--- src/rtl/param_rom_stream_scheduler.sv ---
// rtl/param_rom_stream_scheduler.sv - replays a registered parameter ROM as a valid/ready stream
// Credits count ROM reads in flight plus buffered beats so the output FIFO never overflows.
module param_rom_stream_scheduler #(
  parameter int DATA_WIDTH  = 512,
  parameter int OUT_DEPTH   = 32,
  parameter int ROM_LATENCY = 2,
  parameter int FIFO_DEPTH  = 4,
  parameter int PASS_WIDTH  = 16,
  parameter int ADDR_WIDTH  = $clog2(OUT_DEPTH) + 1
) (
  input  logic                  clk,
  input  logic                  rst,
  input  logic                  start,
  input  logic [PASS_WIDTH-1:0] num_passes,
  output logic                  busy,
  output logic                  done,
  output logic [ADDR_WIDTH-1:0] rom_addr,
  output logic                  rom_ce,
  input  logic [DATA_WIDTH-1:0] rom_q,
  output logic [DATA_WIDTH-1:0] data_out,
  output logic                  data_out_valid,
  input  logic                  data_out_ready,
  output logic                  data_out_last
);

  localparam int PW = (FIFO_DEPTH > 1) ? $clog2(FIFO_DEPTH) : 1;
  localparam int CW = $clog2(FIFO_DEPTH + 1);
  localparam int SW = $clog2(FIFO_DEPTH + ROM_LATENCY + 1);
  localparam logic [ADDR_WIDTH-1:0] LAST_ADDR = ADDR_WIDTH'(OUT_DEPTH - 1);

  generate
    if (FIFO_DEPTH < ROM_LATENCY + 1) begin : g_depth_check
      $error("FIFO_DEPTH must be >= ROM_LATENCY+1");
    end
  endgenerate

  typedef enum logic [1:0] {IDLE, RUN, DRAIN} state_t;

  state_t                  state;
  logic [PASS_WIDTH-1:0]   passes;
  logic [PASS_WIDTH-1:0]   pass_cnt;
  logic [ROM_LATENCY-1:0]  tag_v;
  logic [ROM_LATENCY-1:0]  tag_last;
  logic [DATA_WIDTH-1:0]   mem [FIFO_DEPTH];
  logic [FIFO_DEPTH-1:0]   mem_last;
  logic [PW-1:0]           wr_ptr;
  logic [PW-1:0]           rd_ptr;
  logic [CW-1:0]           count;
  logic [SW-1:0]           inflight;
  logic                    push;
  logic                    pop;
  logic                    issue;

  function automatic logic [PW-1:0] ptr_inc(input logic [PW-1:0] p);
    return (p == PW'(FIFO_DEPTH - 1)) ? '0 : p + PW'(1);
  endfunction

  always_comb begin
    inflight = '0;
    for (int i = 0; i < ROM_LATENCY; i++) inflight = inflight + SW'(tag_v[i]);
  end

  assign push           = tag_v[ROM_LATENCY-1];
  assign data_out_valid = (count != '0);
  assign pop            = data_out_valid & data_out_ready;
  assign issue          = (state == RUN) && ((inflight + SW'(count)) < SW'(FIFO_DEPTH));
  assign data_out       = mem[rd_ptr];
  assign data_out_last  = data_out_valid & mem_last[rd_ptr];

  always_ff @(posedge clk or posedge rst) begin
    if (rst) begin
      state    <= IDLE;
      busy     <= 1'b0;
      done     <= 1'b0;
      rom_ce   <= 1'b0;
      rom_addr <= '0;
      passes   <= '0;
      pass_cnt <= '0;
    end else begin
      done <= 1'b0;
      case (state)
        IDLE: if (start) begin
          if (num_passes != '0) begin
            state    <= RUN;
            busy     <= 1'b1;
            rom_ce   <= 1'b1;
            passes   <= num_passes;
            pass_cnt <= '0;
            rom_addr <= '0;
          end else begin
            done <= 1'b1;
          end
        end
        RUN: if (issue) begin
          if (rom_addr == LAST_ADDR) begin
            rom_addr <= '0;
            if (pass_cnt == passes - PASS_WIDTH'(1)) state <= DRAIN;
            else pass_cnt <= pass_cnt + PASS_WIDTH'(1);
          end else begin
            rom_addr <= rom_addr + ADDR_WIDTH'(1);
          end
        end
        DRAIN: begin
          // Finish on the edge that retires the final beat so done follows it by one cycle.
          if (inflight == '0 && (count == '0 || (count == CW'(1) && pop))) begin
            state  <= IDLE;
            busy   <= 1'b0;
            rom_ce <= 1'b0;
            done   <= 1'b1;
          end
        end
        default: state <= IDLE;
      endcase
    end
  end

  // Tag pipe mirrors the ROM's read latency; it shifts every cycle because the ROM never stalls.
  always_ff @(posedge clk or posedge rst) begin
    if (rst) begin
      tag_v    <= '0;
      tag_last <= '0;
    end else begin
      tag_v[0]    <= issue;
      tag_last[0] <= issue && (rom_addr == LAST_ADDR);
      for (int i = 1; i < ROM_LATENCY; i++) begin
        tag_v[i]    <= tag_v[i-1];
        tag_last[i] <= tag_last[i-1];
      end
    end
  end

  always_ff @(posedge clk or posedge rst) begin
    if (rst) begin
      wr_ptr   <= '0;
      rd_ptr   <= '0;
      count    <= '0;
      mem_last <= '0;
      for (int i = 0; i < FIFO_DEPTH; i++) mem[i] <= '0;
    end else begin
      if (push) begin
        mem[wr_ptr]      <= rom_q;
        mem_last[wr_ptr] <= tag_last[ROM_LATENCY-1];
        wr_ptr           <= ptr_inc(wr_ptr);
      end
      if (pop) rd_ptr <= ptr_inc(rd_ptr);
      if (push && !pop)      count <= count + CW'(1);
      else if (!push && pop) count <= count - CW'(1);
    end
  end

endmodule
--- config.mk ---
export PLATFORM = sky130hd
export DESIGN_NAME = param_rom_stream_scheduler
export DESIGN_NICKNAME = d
export VERILOG_FILES = /design/src/rtl/param_rom_stream_scheduler.sv
export SDC_FILE = /design/constraint.sdc
export NUM_CORES = 2
export LEC_CHECK = 0
export ABC_CLOCK_PERIOD_IN_PS = 108400
export CAP_MARGIN = 0
export CORE_UTILIZATION = 25
export DETAILED_ROUTE_END_ITERATION = 12
export PLACE_DENSITY_LB_ADDON = 0.25
export SETUP_SLACK_MARGIN = 0.05
export SYNTH_ARGS = -nofsm -noshare
export SYNTH_HDL_FRONTEND = slang
export SYNTH_SLANG_ARGS = --single-unit
--- constraint.sdc ---
create_clock -name clk -period 108.4 [get_ports clk]
set_input_delay 16.26 -clock clk [delete_from_list [all_inputs] [get_ports clk]]
set_output_delay 16.26 -clock clk [all_outputs]
set_load 0.02 [all_outputs]
==> metrics.yaml <==
status: "complete, no violations"
hpwlAfterDp_mm: 181.0
slew_headroom_pct: 28.19
yosysWarnings: 0
firstDrtPassIters: 5
fp-row-count: 220
rr_worst_depth: 9
cts_buffers: 244
synthFlopType: "dfrtp_1"
layout_common_cells: "dfrtp_1, mux2_2, clkdlybuf4s50_1"
cts_sinks: 2105
antenna_left: 0
fp.dieH_um: 604.0
overflow: 0
ys_ff_latch: 2105
muxShareOfSynthArea_pct: 38.32
required_ns: 92.14
layout_commonest_cell: "dfrtp_1"
drive_gt1_share_pct: 46.86
rr_startpoint: "wr_ptr[1]"
cts_resized: 0
antenna_found_initial: 111
drc: 0
gp_congestion: 0.7676
viasPerCell: 4.567
worstPathArrival_ns: 6.20
vdd_ir_drop_max_v: 0.00002227
slowest_delay_ns: 0.89
grt_pass1_vias: 56463
hold_path.class: "reg2reg"
fin_util_pct: 31.94
rrSetupSlack_ns: 102.93
synth-edff-count: 0
crit_path_max_fanout: 85
synth-simple-area-share_pct: 1.050
slew_violations: 0
p_leak_nw: 45.82
grt_max_degree: 142
cts_tree: "done"
setup_violations: 0
max_slew.worst_pin.slew_ns: 1.077
grt_usage_pct: 14.46
postCtsHoldBufs: 0
htreeDepth: 4
postPlaceCellArea_sq_um: 106600
crit_chain: "buf_12 > buf_4 > buf_4 > buf_4 > mux4_2 > clkdlybuf4s50_1"
root_buffer: "clkbuf_16"
hold_path_startpoint: "tag_last[0]"
postSynthAreaPerCell_sq_um: 17.03
clock-skew-final_ns: 0.05168
end_kind: "output pin"
ys_seq_area_share_pct: 58.15
path_buf_inv: 5
synth_adder_area_share_pct: 0.2210
syn_area_sq_um: 90590
post-place-ws_ns: 86.71
final_area_sq_um: 114900
clk_transition_reported_paths_ns: 0.06
final_hold_viol_count: 0
max_cap_viol_count: 0
path_delay_family: "buffers and inverters"
fmax_mhz: 44.53
synth_top_family_by_area: "multiplexers"
cp_common_cell: "buf_4"
power_density_nw_per_um2: 37.05
syn-instance-count: 5318
worst_slack_ns: 85.94
area_delta_synth_final_pct: 26.84
yosys.area_share.xor_xnor_pct: 0.2320
clk_path_buf_depth: 4
async_flop_share_pct: 100.0
vias: 51903
routed_wl_mm: 268.3
fin_tns_setup_ns: 0
start_util_pct: 25.18
num-nets-final: 6903
synth_cell_types: 54
drt-wirelength-per-cell_um: 23.60
syn_nets: 5866
core-area_sq_um: 359800
crit_type: "reg2out"
grt_pass1_wl_mm: 399.2
whs_endpoint: "tag_last[1]"
clk_latency_ns: 0.89
p_total_mw: 4.257
rr_endpoint: "mem[1397]"
io_pins: 1055
rsz0062_at_grt: "false"
min_period_over_period_pct: 20.72
post-route-min-period_ns: 22.46
io_buffers: 1054
cp_slowest_cell: "dfrtp_4"
hold_depth: 0
synth_compound_area_share_pct: 0.4503
die_w_um: 604.0
worst_setup_path_start_kind: "flip-flop"
dieArea_sq_um: 364800
dr.first_iter.drc_count: 2583
postCtsSetupBuffers: 0
[where the power goes]
group / total [mW] / internal, mW / switching [mW]
sequential: 1.39 / 1.19 / 0.203
clock: 0.843 / 0.503 / 0.341
combinational: 2.02 / 1.07 / 0.945
total: 4.26 / 2.77 / 1.49
[cell families after synthesis]
logic type,Yosys count
AOI/OAI and AO/OA,60
xor gates and xnor gates,24
adders and majority gates,16
buffers and inverters,367
DFF,2105
muxes,2570
and+or+nand+nor,176
[sequential cells by signal, indices dropped and copies added, names as in the netlist]
register  flops
count         3
done          1
mem        2048
mem_last      4
pass_cnt     16
passes       16
rd_ptr        2
rom_addr      6
rom_ce        1
state         2
tag_last      2
tag_v         2
wr_ptr        2
[metrics by stage]
stage                     hold WS, ns  cells
after detailed placement       0.3362  10882
after global routing           0.3646  11350
after CTS                      0.3498  11325
final                          0.3467  11366
after global placement         0.3376  10882
after floorplan                0.3312   5318
[per-layer routing]
metal	global-route usage, %	wire [um]	up-vias
met4	4.642	8019	66
met2	23.74	129500	1165
met3	4.469	19500	487
met5	0	394	-
li1	-	-	22112
met1	18.08	110900	28073
[how the worst max path moves through the flow]
stage	startpoint	endpoint	slack (ns)	cells past startpoint
2_1_floorplan	rst	count[0]	32.67	1
3_3_place_gp	rd_ptr[0]	data_out[440]	86.73	6
3_5_place_dp	rd_ptr[0]	data_out[440]	86.71	6
4_1_cts	rd_ptr[0]	data_out[440]	85.68	6
5_1_grt	rd_ptr[1]	data_out[126]	85.49	6
6_report	rd_ptr[0]	data_out[397]	85.94	6
[cell usage after synthesis, drive strengths merged, types with 11 or more instances]
library cell / n / area, sq um
a21oi: 14 / 92.59
buf: 85 / 370.3
clkbuf: 270 / 1013
dfrtp: 2105 / 52680
ha: 16 / 200.2
inv: 12 / 45.04
mux2: 2054 / 23130
mux4: 513 / 11550
nand2: 76 / 285.3
nand3: 11 / 55.05
nor2: 13 / 48.80
nor4: 11 / 83.83
o21ai: 27 / 157.7
or3: 14 / 87.58
xor2: 15 / 131.4
[cell type report]
cell class	instances	area, sq um
clock inverter	78	1046
tap	4773	5972
multi-input combinational	2846	36520
inverter	12	52.55
clock buffer	365	7173
sequential	2105	52680
fill	34902	244900
timing repair buffer	1146	11350
antenna	41	102.6
Note: power is estimated with default switching activity, not from simulation.
